File: config.mk
export PLATFORM = sky130hd
export DESIGN_NAME = pp_buf_reader
export DESIGN_NICKNAME = d
export VERILOG_FILES = /design/src/rtl/pp_buf_pkg.sv /design/src/rtl/pp_rd_fifo.sv /design/src/rtl/pp_buf_reader.sv
export SDC_FILE = /design/constraint.sdc
export NUM_CORES = 1
export LEC_CHECK = 0
export BUFFER_PORTS_ARGS = -buffer_cell sky130_fd_sc_hd__buf_4
export CAP_MARGIN = 40
export CORE_MARGIN = 2
export CORE_UTILIZATION = 50
export DETAILED_ROUTE_END_ITERATION = 8
export PLACE_DENSITY = 0.71
export SETUP_SLACK_MARGIN = 0.1
export SLEW_MARGIN = 20
export SYNTH_ARGS = -nofsm -noshare
export SYNTH_HDL_FRONTEND = slang
export SYNTH_SLANG_ARGS = --single-unit
File: constraint.sdc
create_clock -name clk -period 2.38 [get_ports clk]
set_input_delay 0.238 -clock clk [delete_from_list [all_inputs] [get_ports clk]]
set_output_delay 0.238 -clock clk [all_outputs]
set_load 0.005 [all_outputs]
File: src/rtl/pp_buf_pkg.sv
// Shared types and constants for the ping-pong buffer read side.
// Holds the reader FSM state type, the output FIFO geometry and the bank-index type.
package pp_buf_pkg;

    typedef enum logic [1:0] {
        IDLE,
        READ,
        DRAIN
    } rdState_e;

    localparam int FIFO_DEPTH = 4;
    localparam int FIFO_PTRW  = $clog2(FIFO_DEPTH);
    localparam int FIFO_CNTW  = FIFO_PTRW + 1;

    typedef logic bank_t;

endpackage

File: src/rtl/pp_rd_fifo.sv
// Small synchronous FIFO that buffers RAM read words ahead of the stream port.
// The caller only writes when space is guaranteed and only reads when count is non-zero.
module pp_rd_fifo
    import pp_buf_pkg::*;
#(
    parameter int WIDTH = 33
) (
    input  logic                 clk,
    input  logic                 rst,
    input  logic                 wr_en_i,
    input  logic [WIDTH-1:0]     wr_data_i,
    input  logic                 rd_en_i,
    output logic [WIDTH-1:0]     rd_data_o,
    output logic [FIFO_CNTW-1:0] count_o
);

    logic [WIDTH-1:0]     mem_q [FIFO_DEPTH];
    logic [FIFO_PTRW-1:0] wrPtr_q;
    logic [FIFO_PTRW-1:0] rdPtr_q;
    logic [FIFO_CNTW-1:0] count_q;
    logic [FIFO_CNTW-1:0] count_d;

    assign count_d = count_q + FIFO_CNTW'(wr_en_i) - FIFO_CNTW'(rd_en_i);

    always_ff @(posedge clk) begin
        if (rst) begin
            wrPtr_q <= '0;
            rdPtr_q <= '0;
            count_q <= '0;
        end else begin
            if (wr_en_i) begin
                wrPtr_q <= wrPtr_q + FIFO_PTRW'(1);
            end
            if (rd_en_i) begin
                rdPtr_q <= rdPtr_q + FIFO_PTRW'(1);
            end
            count_q <= count_d;
        end
    end

    // Storage needs no reset: its contents are only visible while count is non-zero.
    always_ff @(posedge clk) begin
        if (wr_en_i) begin
            mem_q[wrPtr_q] <= wr_data_i;
        end
    end

    assign rd_data_o = mem_q[rdPtr_q];
    assign count_o   = count_q;

endmodule

File: src/rtl/pp_buf_reader.sv
// Read side of the ping-pong capture buffer: drains each full bank as one AXI4-Stream frame.
// Define PP_BUF_READER_TUSER_EN to add m_axis_tuser carrying the bank index of each beat.
module pp_buf_reader
    import pp_buf_pkg::*;
#(
    parameter int DATA_WIDTH = 32,
    parameter int DEPTH      = 16,
    parameter int ADDRW      = 4
) (
    input  logic                  clk,
    input  logic                  rst,
    input  logic [1:0]            bank_full,
    output logic [1:0]            bank_release,
    output logic                  enb,
    output logic [ADDRW:0]        addrb,
    input  logic [DATA_WIDTH-1:0] dob,
    output logic [DATA_WIDTH-1:0] m_axis_tdata,
    output logic                  m_axis_tvalid,
    input  logic                  m_axis_tready,
    output logic                  m_axis_tlast
`ifdef PP_BUF_READER_TUSER_EN
    ,
    output logic                  m_axis_tuser
`endif
);

`ifdef PP_BUF_READER_TUSER_EN
    localparam int TAGW = 2;
`else
    localparam int TAGW = 1;
`endif
    localparam int                FW       = DATA_WIDTH + TAGW;
    localparam logic [ADDRW-1:0]  LAST_OFF = ADDRW'(DEPTH - 1);

    rdState_e             state_q;
    bank_t                curBank_q;
    logic [ADDRW-1:0]     offset_q;
    logic                 inflight_q;
    logic [TAGW-1:0]      pipeTag_q;

    logic                 issue;
    logic                 pop;
    logic                 lastBeat;
    logic [TAGW-1:0]      issueTag;
    logic [FIFO_CNTW-1:0] fifoCount;
    logic [FW-1:0]        fifoRdData;

    // A read may only be issued when the FIFO can absorb it plus the one still in the RAM pipe.
    assign issue    = (state_q == READ) && ((int'(fifoCount) + int'(inflight_q)) < FIFO_DEPTH);
    assign pop      = m_axis_tvalid && m_axis_tready;
    assign lastBeat = (state_q == DRAIN) && pop && m_axis_tlast;

`ifdef PP_BUF_READER_TUSER_EN
    assign issueTag = {curBank_q, offset_q == LAST_OFF};
`else
    assign issueTag = offset_q == LAST_OFF;
`endif

    always_ff @(posedge clk) begin
        if (rst) begin
            state_q   <= IDLE;
            curBank_q <= '0;
            offset_q  <= '0;
        end else begin
            case (state_q)
                IDLE: begin
                    if (bank_full[curBank_q]) begin
                        state_q  <= READ;
                        offset_q <= '0;
                    end
                end
                READ: begin
                    if (issue) begin
                        if (offset_q == LAST_OFF) begin
                            state_q <= DRAIN;
                        end else begin
                            offset_q <= offset_q + ADDRW'(1);
                        end
                    end
                end
                DRAIN: begin
                    if (lastBeat) begin
                        state_q   <= IDLE;
                        curBank_q <= ~curBank_q;
                    end
                end
                default: state_q <= IDLE;
            endcase
        end
    end

    // Tags ride alongside the RAM read latency so they land in the FIFO with their word.
    always_ff @(posedge clk) begin
        if (rst) begin
            inflight_q <= 1'b0;
            pipeTag_q  <= '0;
        end else begin
            inflight_q <= issue;
            pipeTag_q  <= issueTag;
        end
    end

    pp_rd_fifo #(
        .WIDTH (FW)
    ) u_fifo (
        .clk       (clk),
        .rst       (rst),
        .wr_en_i   (inflight_q),
        .wr_data_i ({pipeTag_q, dob}),
        .rd_en_i   (pop),
        .rd_data_o (fifoRdData),
        .count_o   (fifoCount)
    );

    assign enb           = issue;
    assign addrb         = {curBank_q, offset_q};
    assign bank_release  = lastBeat ? (2'b01 << curBank_q) : 2'b00;
    assign m_axis_tvalid = fifoCount != '0;
    assign m_axis_tdata  = m_axis_tvalid ? fifoRdData[DATA_WIDTH-1:0] : '0;
    assign m_axis_tlast  = m_axis_tvalid && fifoRdData[DATA_WIDTH];
`ifdef PP_BUF_READER_TUSER_EN
    assign m_axis_tuser  = m_axis_tvalid && fifoRdData[DATA_WIDTH+1];
`endif

endmodule

==> run_results.csv, run 1 <==
group,metric,value,unit
outcome,status,"completed",
hold_path,hold_path_class,"in2reg",
flow_run,drv_cap,0,
clocking,cts_tree,"yes",
sta,finalCriticalPeriod,2.14,ns
sta,slew_violations,0,
die,dieHeight,113,µm
logic_synthesis,ys_seq_elements,150,
sta,tightest_slew,0.591,ns
logic_synthesis,syn-num-nets,356,
sta,fin_setup_tns,0,ns
drt,vias,2985,
drt,vias_per_cell,5.34,
placed_design,dp_slack,0.543,ns
grt,grt_pass1_wl,16500,µm
clocking,insertion_delay,0.41,ns
sta,slew_headroom,60.5,%
clocking,cts_max_path_buffers,2,
placed_design,place.detailed.hpwl,6400,µm
final_layout,fin_util,63.9,%
final_layout,drive_gt1_share,39.2,%
logic_synthesis,synth_warnings,0,
drt,wl,10400,µm
grt,grt_max_degree,39,
clocking,cts-buffers-inserted,17,
logic_synthesis,synth_cells,311,
setup_path,cp-end-kind,"primary output",
die,boundaryPins,79,
sta,finalCritPeriodShare,90.0,%
grt,track_usage,17.5,%
placed_design,post-place-cells,527,
final_layout,layout.cells.non_filler,559,
placed_design,numPortBuffers,78,
logic_synthesis,yosys.cell_types.count,31,
logic_synthesis,syn_area_per_cell,19.0,µm²
setup_path,critPathArrivalTime,1.90,ns
clocking,cts_resized,0,
sta,fmax,467,MHz
power,irDropWorstVdd,0.000594,V
grt,overflow,0,
final_layout,seq_area,4330,µm²
clocking,cts_setup_buffers,0,
drt,drc_errors,0,
final_layout,mostFrequentLayoutCells,"132 x edfxtp_1, 85 x buf_4, 33 x mux4_2, 33 x and2_1, 17 x clkbuf_16",
final_layout,multi_input_area,1450,µm²
setup_path,path_max_fanout,14,
setup_path,path_class,"reg2out",
power,internal_power,5710,µW
die,die_x,113,µm
clocking,h-tree-depth,4,
die,rows,39,
final_layout,synthToLayoutAreaGrowth,24.3,%
clocking,cts.sinks,150,
logic_synthesis,synth_area,5890,µm²
drt,ant_nets,0,
drt,firstDrtPassIters,5,
logic_synthesis,synth_flop_cell,"edfxtp_1",
final_layout,diodes,0,
logic_synthesis,async_reset_ff_share,0,%
final_layout,finalNetCount,448,
placed_design,gp_congestion,0.699,
power,p_comb_share,24.3,%
die,core,11500,µm²
grt,grt_pass1_vias,3127,
power,power_density,1040,nW/µm²
logic_synthesis,synth-edff-count,132,
sta,setup_ws,0.239,ns
sta,setup_violations,0,
setup_path,startpoint_type,"flip-flop",
final_layout,nFillCells,808,
sta,finClkSkew,0.00621,ns
final_layout,mostFrequentLayoutCell,"edfxtp_1",
power,clock_power_share,35.7,%
sta,rsz0062_at_grt,"false",
sta,final_hold_viol_count,0,
power,p_leak,0.00260,µW
die,initial_core_util,51.4,%
logic_synthesis,ys_seq_area_share,73.4,%
clocking,cts-hold-fix-buffers,0,
clocking,clkSlewWorstSetupHoldPaths,0.06,ns
drt,wl_per_cell,18.7,µm
grt,antenna_found_initial,0,
power,power_switching,1910,µW
power,seqPwrFrac,40.1,%
power,swShare,25.1,%
clocking,root_buffer,"clkbuf_16",
setup_path,crit_required,2.14,ns
drt,drtIter0Drc,174,
die,floorplan.die_area,12700,µm²
[worst max-delay path, stage by stage, from the launching register on]
cell and delay, ns:
dfxtp_2 0.35, buf_4 0.29, mux4_2 0.53, and2_1 0.19, buf_4 0.13
[power by group through the flow]
| stage | Sequential (µW) | Combinational (µW) | Clock (µW) |
|---|---|---|---|
| 2_1_floorplan | 3070 | 1100 | 0 |
| 3_3_place_gp | 3100 | 1880 | 0 |
| 3_5_place_dp | 3110 | 1900 | 0 |
| 4_1_cts | 3060 | 1910 | 2770 |
| 5_1_grt | 3070 | 2030 | 2880 |
| 6_report | 3050 | 1850 | 2720 |
[per-stage QoR]
step | total power (µW) | instance area, µm² | hold WS, ns
2_1_floorplan | 4170 | 5890 | 0.337
3_3_place_gp | 4990 | 6710 | 0.438
3_5_place_dp | 5010 | 6710 | 0.442
4_1_cts | 7740 | 7330 | 0.00152
5_1_grt | 7980 | 7330 | 0.00489
6_report | 7620 | 7330 | 0.0216
[sequential cells by signal (all words and copies together), names as in the netlist, 2 cells and up, named ones only]
signal and flops:
offset_q 4, state_q 2, u_fifo.count_o 3, u_fifo.mem_q 132
u_fifo.rdPtr_q 2, u_fifo.wrPtr_q 2
[metal layers]
layer  share of wire [%]  track usage (%)  up-vias
li1                    -                -     1388
met1                  42             22.4     1500
met2                  51             28.6       86
met3                 5.4             5.29       11
met4                 1.2             6.83        0
met5                   0                0        -
[final cells by class]
class                   instances  share of cell area, %
multi-input cells             136                   19.8
clock inverters                14                   2.42
flip-flops and latches        150                   59.1
well taps                     143                   2.44
inverters                       9                  0.461
repair buffers                 89                   9.80
clock buffers                  18                   5.99
[Yosys cell counts, types with 2 or more instances]
cell type	count	area [µm²]
mux4_2	33	743
ha_1	7	87.6
buf_4	4	30.0
mux2i_1	2	20.0
nor2_1	15	56.3
buf_2	5	25.0
nand2b_1	4	25.0
clkbuf_1	5	18.8
o32ai_1	3	26.3
edfxtp_1	132	3960
and2_1	37	231
inv_1	9	33.8
nand2_1	4	15.0
o211ai_1	3	22.5
xnor2_1	2	17.5
xor2_1	3	26.3
nand3b_1	2	15.0
nor2b_1	4	25.0
or3_1	2	12.5
dfxtp_1	18	360
nand3_1	7	35.0
[worst paths after layout]
kind,startpoint,endpoint,slack [ns],depth (start not counted)
setup / recovery,flip-flop,m_axis_tdata[25],0.24,4
hold / removal,dob[30],u_fifo.mem_q[2][30],0.02,1
setup reg to reg,u_fifo.count_o[0],u_fifo.count_o[2],0.53,7
hold reg to reg,pipeTag_q,u_fifo.mem_q[1][32],0.48,0
[cells by family after synthesis]
group	Yosys count	share of synthesized area (%)
AO/OA/AOI/OAI	10	1.44
adder cells (fa/ha/maj)	8	1.83
buffers and inverters	25	2.08
AND/OR/NAND/NOR	78	7.60
flip-flops	150	73.4
multiplexers	35	12.9
XOR/XNOR	5	0.743
No activity file was read; power rests on OpenSTA's default activity.
==> run 2: changes to the inputs <==
Settings changed: CTS_BUF_LIST set to sky130_fd_sc_hd__clkbuf_4.
==> run 2 against run 1 <==
Effect of this change: core utilization grew 1.7 points; register-to-register slack lost 0.19 ns; global-route usage grew 0.53 points; fmax shrank 4.7%; count of clock-buffer cells in the layout shrank 1; combinational power grew 21%; clock power shrank 40%; clock skew grew 0.0044 ns; largest cell class unchanged; critical endpoint is now m_axis_tdata[4]; first-iteration DRC count shrank 8.6%; die area is the same.
==> run_results.csv, run 2 (synthesis results as in run 1) <==
group,metric,value,unit
power,swShare,27.0,%
drt,vias_per_cell,5.28,
hold_path,min_from,"m_axis_tready",
setup_path,cp-end-kind,"primary output",
die,core,11500,µm²
clocking,clkSlewWorstSetupHoldPaths,0.12,ns
setup_path,crit_chain,"buf_12 -> buf_12 -> mux4_2 -> and2_4 -> buf_6",
final_layout,multi_input_area,1500,µm²
grt,overflow,0,
placed_design,gp_congestion,0.699,
power,power_density,921,nW/µm²
setup_path,reg2regPathDepth,6,
clocking,cts_tree,"yes",
die,boundaryPins,79,
sta,slew_violations,0,
clocking,root_buffer,"clkbuf_4",
sta,finalCriticalPeriod,2.25,ns
final_layout,largest_reg_flops,132,
clocking,h-tree-depth,4,
hold_path,holdPathEnd,"u_fifo.rdPtr_q[0]",
drt,firstDrtPassIters,5,
die,floorplan.die_area,12700,µm²
grt,track_usage,18.1,%
die,dieHeight,113,µm
setup_path,path_max_fanout,8,
placed_design,place.detailed.hpwl,6400,µm
setup_path,path_class,"reg2out",
sta,setup_violations,0,
clocking,cts_max_path_buffers,2,
drt,drc_errors,0,
setup_path,crit_required,2.14,ns
hold_path,whs_path_depth,4,
die,initial_core_util,51.4,%
power,irDropWorstVdd,0.000567,V
setup_path,crit_top_cell,"buf_12",
drt,ant_nets,0,
drt,vias,3155,
sta,finalCritPeriodShare,94.4,%
sta,finClkSkew,0.0106,ns
grt,grt_pass1_wl,16900,µm
sta,fmax,445,MHz
drt,drtIter0Drc,159,
drt,wl_per_cell,18.2,µm
sta,rsz0062_at_grt,"true",
power,total_power,6930,µW
sta,fin_setup_tns,0,ns
sta,holdWs,0.0945,ns
sta,tightest_slew,0.576,ns
setup_path,timing.reg2reg.setup_slack,0.34,ns
die,die_x,113,µm
setup_path,critPathArrivalTime,2.01,ns
power,p_comb_share,32.3,%
final_layout,synthToLayoutAreaGrowth,27.7,%
final_layout,finalNetCount,486,
final_layout,seq_area,4330,µm²
final_layout,mostFrequentLayoutCell,"edfxtp_1",
grt,grt_pass1_vias,3306,
hold_path,hold_path_class,"in2reg",
outcome,status,"completed",
setup_path,slowest_delay,0.51,ns
setup_path,cp_slowest_cell,"mux4_2",
power,power_switching,1870,µW
power,p_leak,0.00266,µW
final_layout,nFillCells,810,
final_layout,diodes,0,
flow_run,drv_cap,0,
final_layout,max_flop_register,"u_fifo.mem_q",
final_layout,mostFrequentLayoutCells,"132 x edfxtp_1, 71 x buf_4, 34 x dlygate4sd3_1",
placed_design,place_area,6710,µm²
grt,grt_max_degree,39,
clocking,cts.sinks,150,
final_layout,drive_gt1_share,39.6,%
clocking,insertion_delay,0.54,ns
sta,slew_headroom,61.5,%
power,seqPwrFrac,44.1,%
placed_design,numPortBuffers,78,
die,rows,39,
power,clock_power_share,23.6,%
sta,final_hold_viol_count,0,
grt,antenna_found_initial,0,
setup_path,r2r-end,"state_q[1]",
drt,wl,10800,µm
final_layout,fin_area,7530,µm²
setup_path,startpoint_type,"flip-flop",
clocking,cts-buffers-inserted,17,
setup_path,rr_startpoint,"u_fifo.count_o[1]",
power,internal_power,5060,µW
## run 2: final cells by class
class                      instances  area share [%]
timing repair buffer             127            15.6
inverter                           9           0.449
clock buffer                      17            1.70
multi-input combinational        136            19.9
clock inverter                    15            2.41
tap                              143            2.38
sequential                       150            57.5
## run 2: metrics by stage
| step | setup slack [ns] | std cells | utilization [%] |
|---|---|---|---|
| after floorplan | 0.435 | 311 | - |
| after detailed placement | 0.543 | 527 | 58.5 |
| after CTS | 0.0818 | 597 | 65.0 |
| final | 0.132 | 597 | 65.6 |
| after global routing | 0.0372 | 597 | 65.6 |
| after global placement | 0.588 | 527 | 58.5 |
## run 2: how the worst max path moves through the flow
| stage | end | from | depth (start not counted) | slack (ns) |
|---|---|---|---|---|
| 2_1_floorplan | u_fifo.count_o[2] | u_fifo.count_o[0] | 8 | 0.43 |
| 3_3_place_gp | u_fifo.count_o[2] | u_fifo.count_o[0] | 7 | 0.59 |
| 3_5_place_dp | u_fifo.count_o[2] | u_fifo.count_o[0] | 7 | 0.54 |
| 4_1_cts | m_axis_tdata[22] | flip-flop | 5 | 0.08 |
| 5_1_grt | m_axis_tdata[4] | flip-flop | 5 | 0.04 |
| 6_report | m_axis_tdata[4] | flip-flop | 5 | 0.13 |
## run 2: power groups by stage
stage / Combinational [µW] / Clock, µW / Sequential [µW]
final: 2240 / 1640 / 3050
after global placement: 1880 / 0 / 3100
after CTS: 2110 / 1680 / 3050
after floorplan: 1100 / 0 / 3070
after global routing: 2420 / 1780 / 3070
after detailed placement: 1900 / 0 / 3110
## run 2: what timing repair did
| item | 4_1_cts | 5_1_grt |
|---|---|---|
| resized for setup | 11 | 23 |
| pin swaps | 0 | 1 |
| hold endpoints to repair | 140 | 0 |
| endpoints found under the setup margin | 27 | 35 |
| buffers inserted | 4 | 0 |
| hold buffers | 34 | 0 |
## run 2: routing by layer
layer / global-route usage (%) / part of all wire (%) / routed length, µm
met2: 30.7 / 53 / 5710
met3: 5.24 / 4.4 / 474
met5: 0 / 0 / 0
met4: 6.59 / 1.4 / 152
met1: 22.2 / 42 / 4510
## run 2: critical path, delay by kind of cell (launching register included)
family	cells	cell delay [ns]
AND/OR/NAND/NOR	1	0.18
flip-flops	1	0.39
multiplexers	1	0.51
buffers and inverters	3	0.39
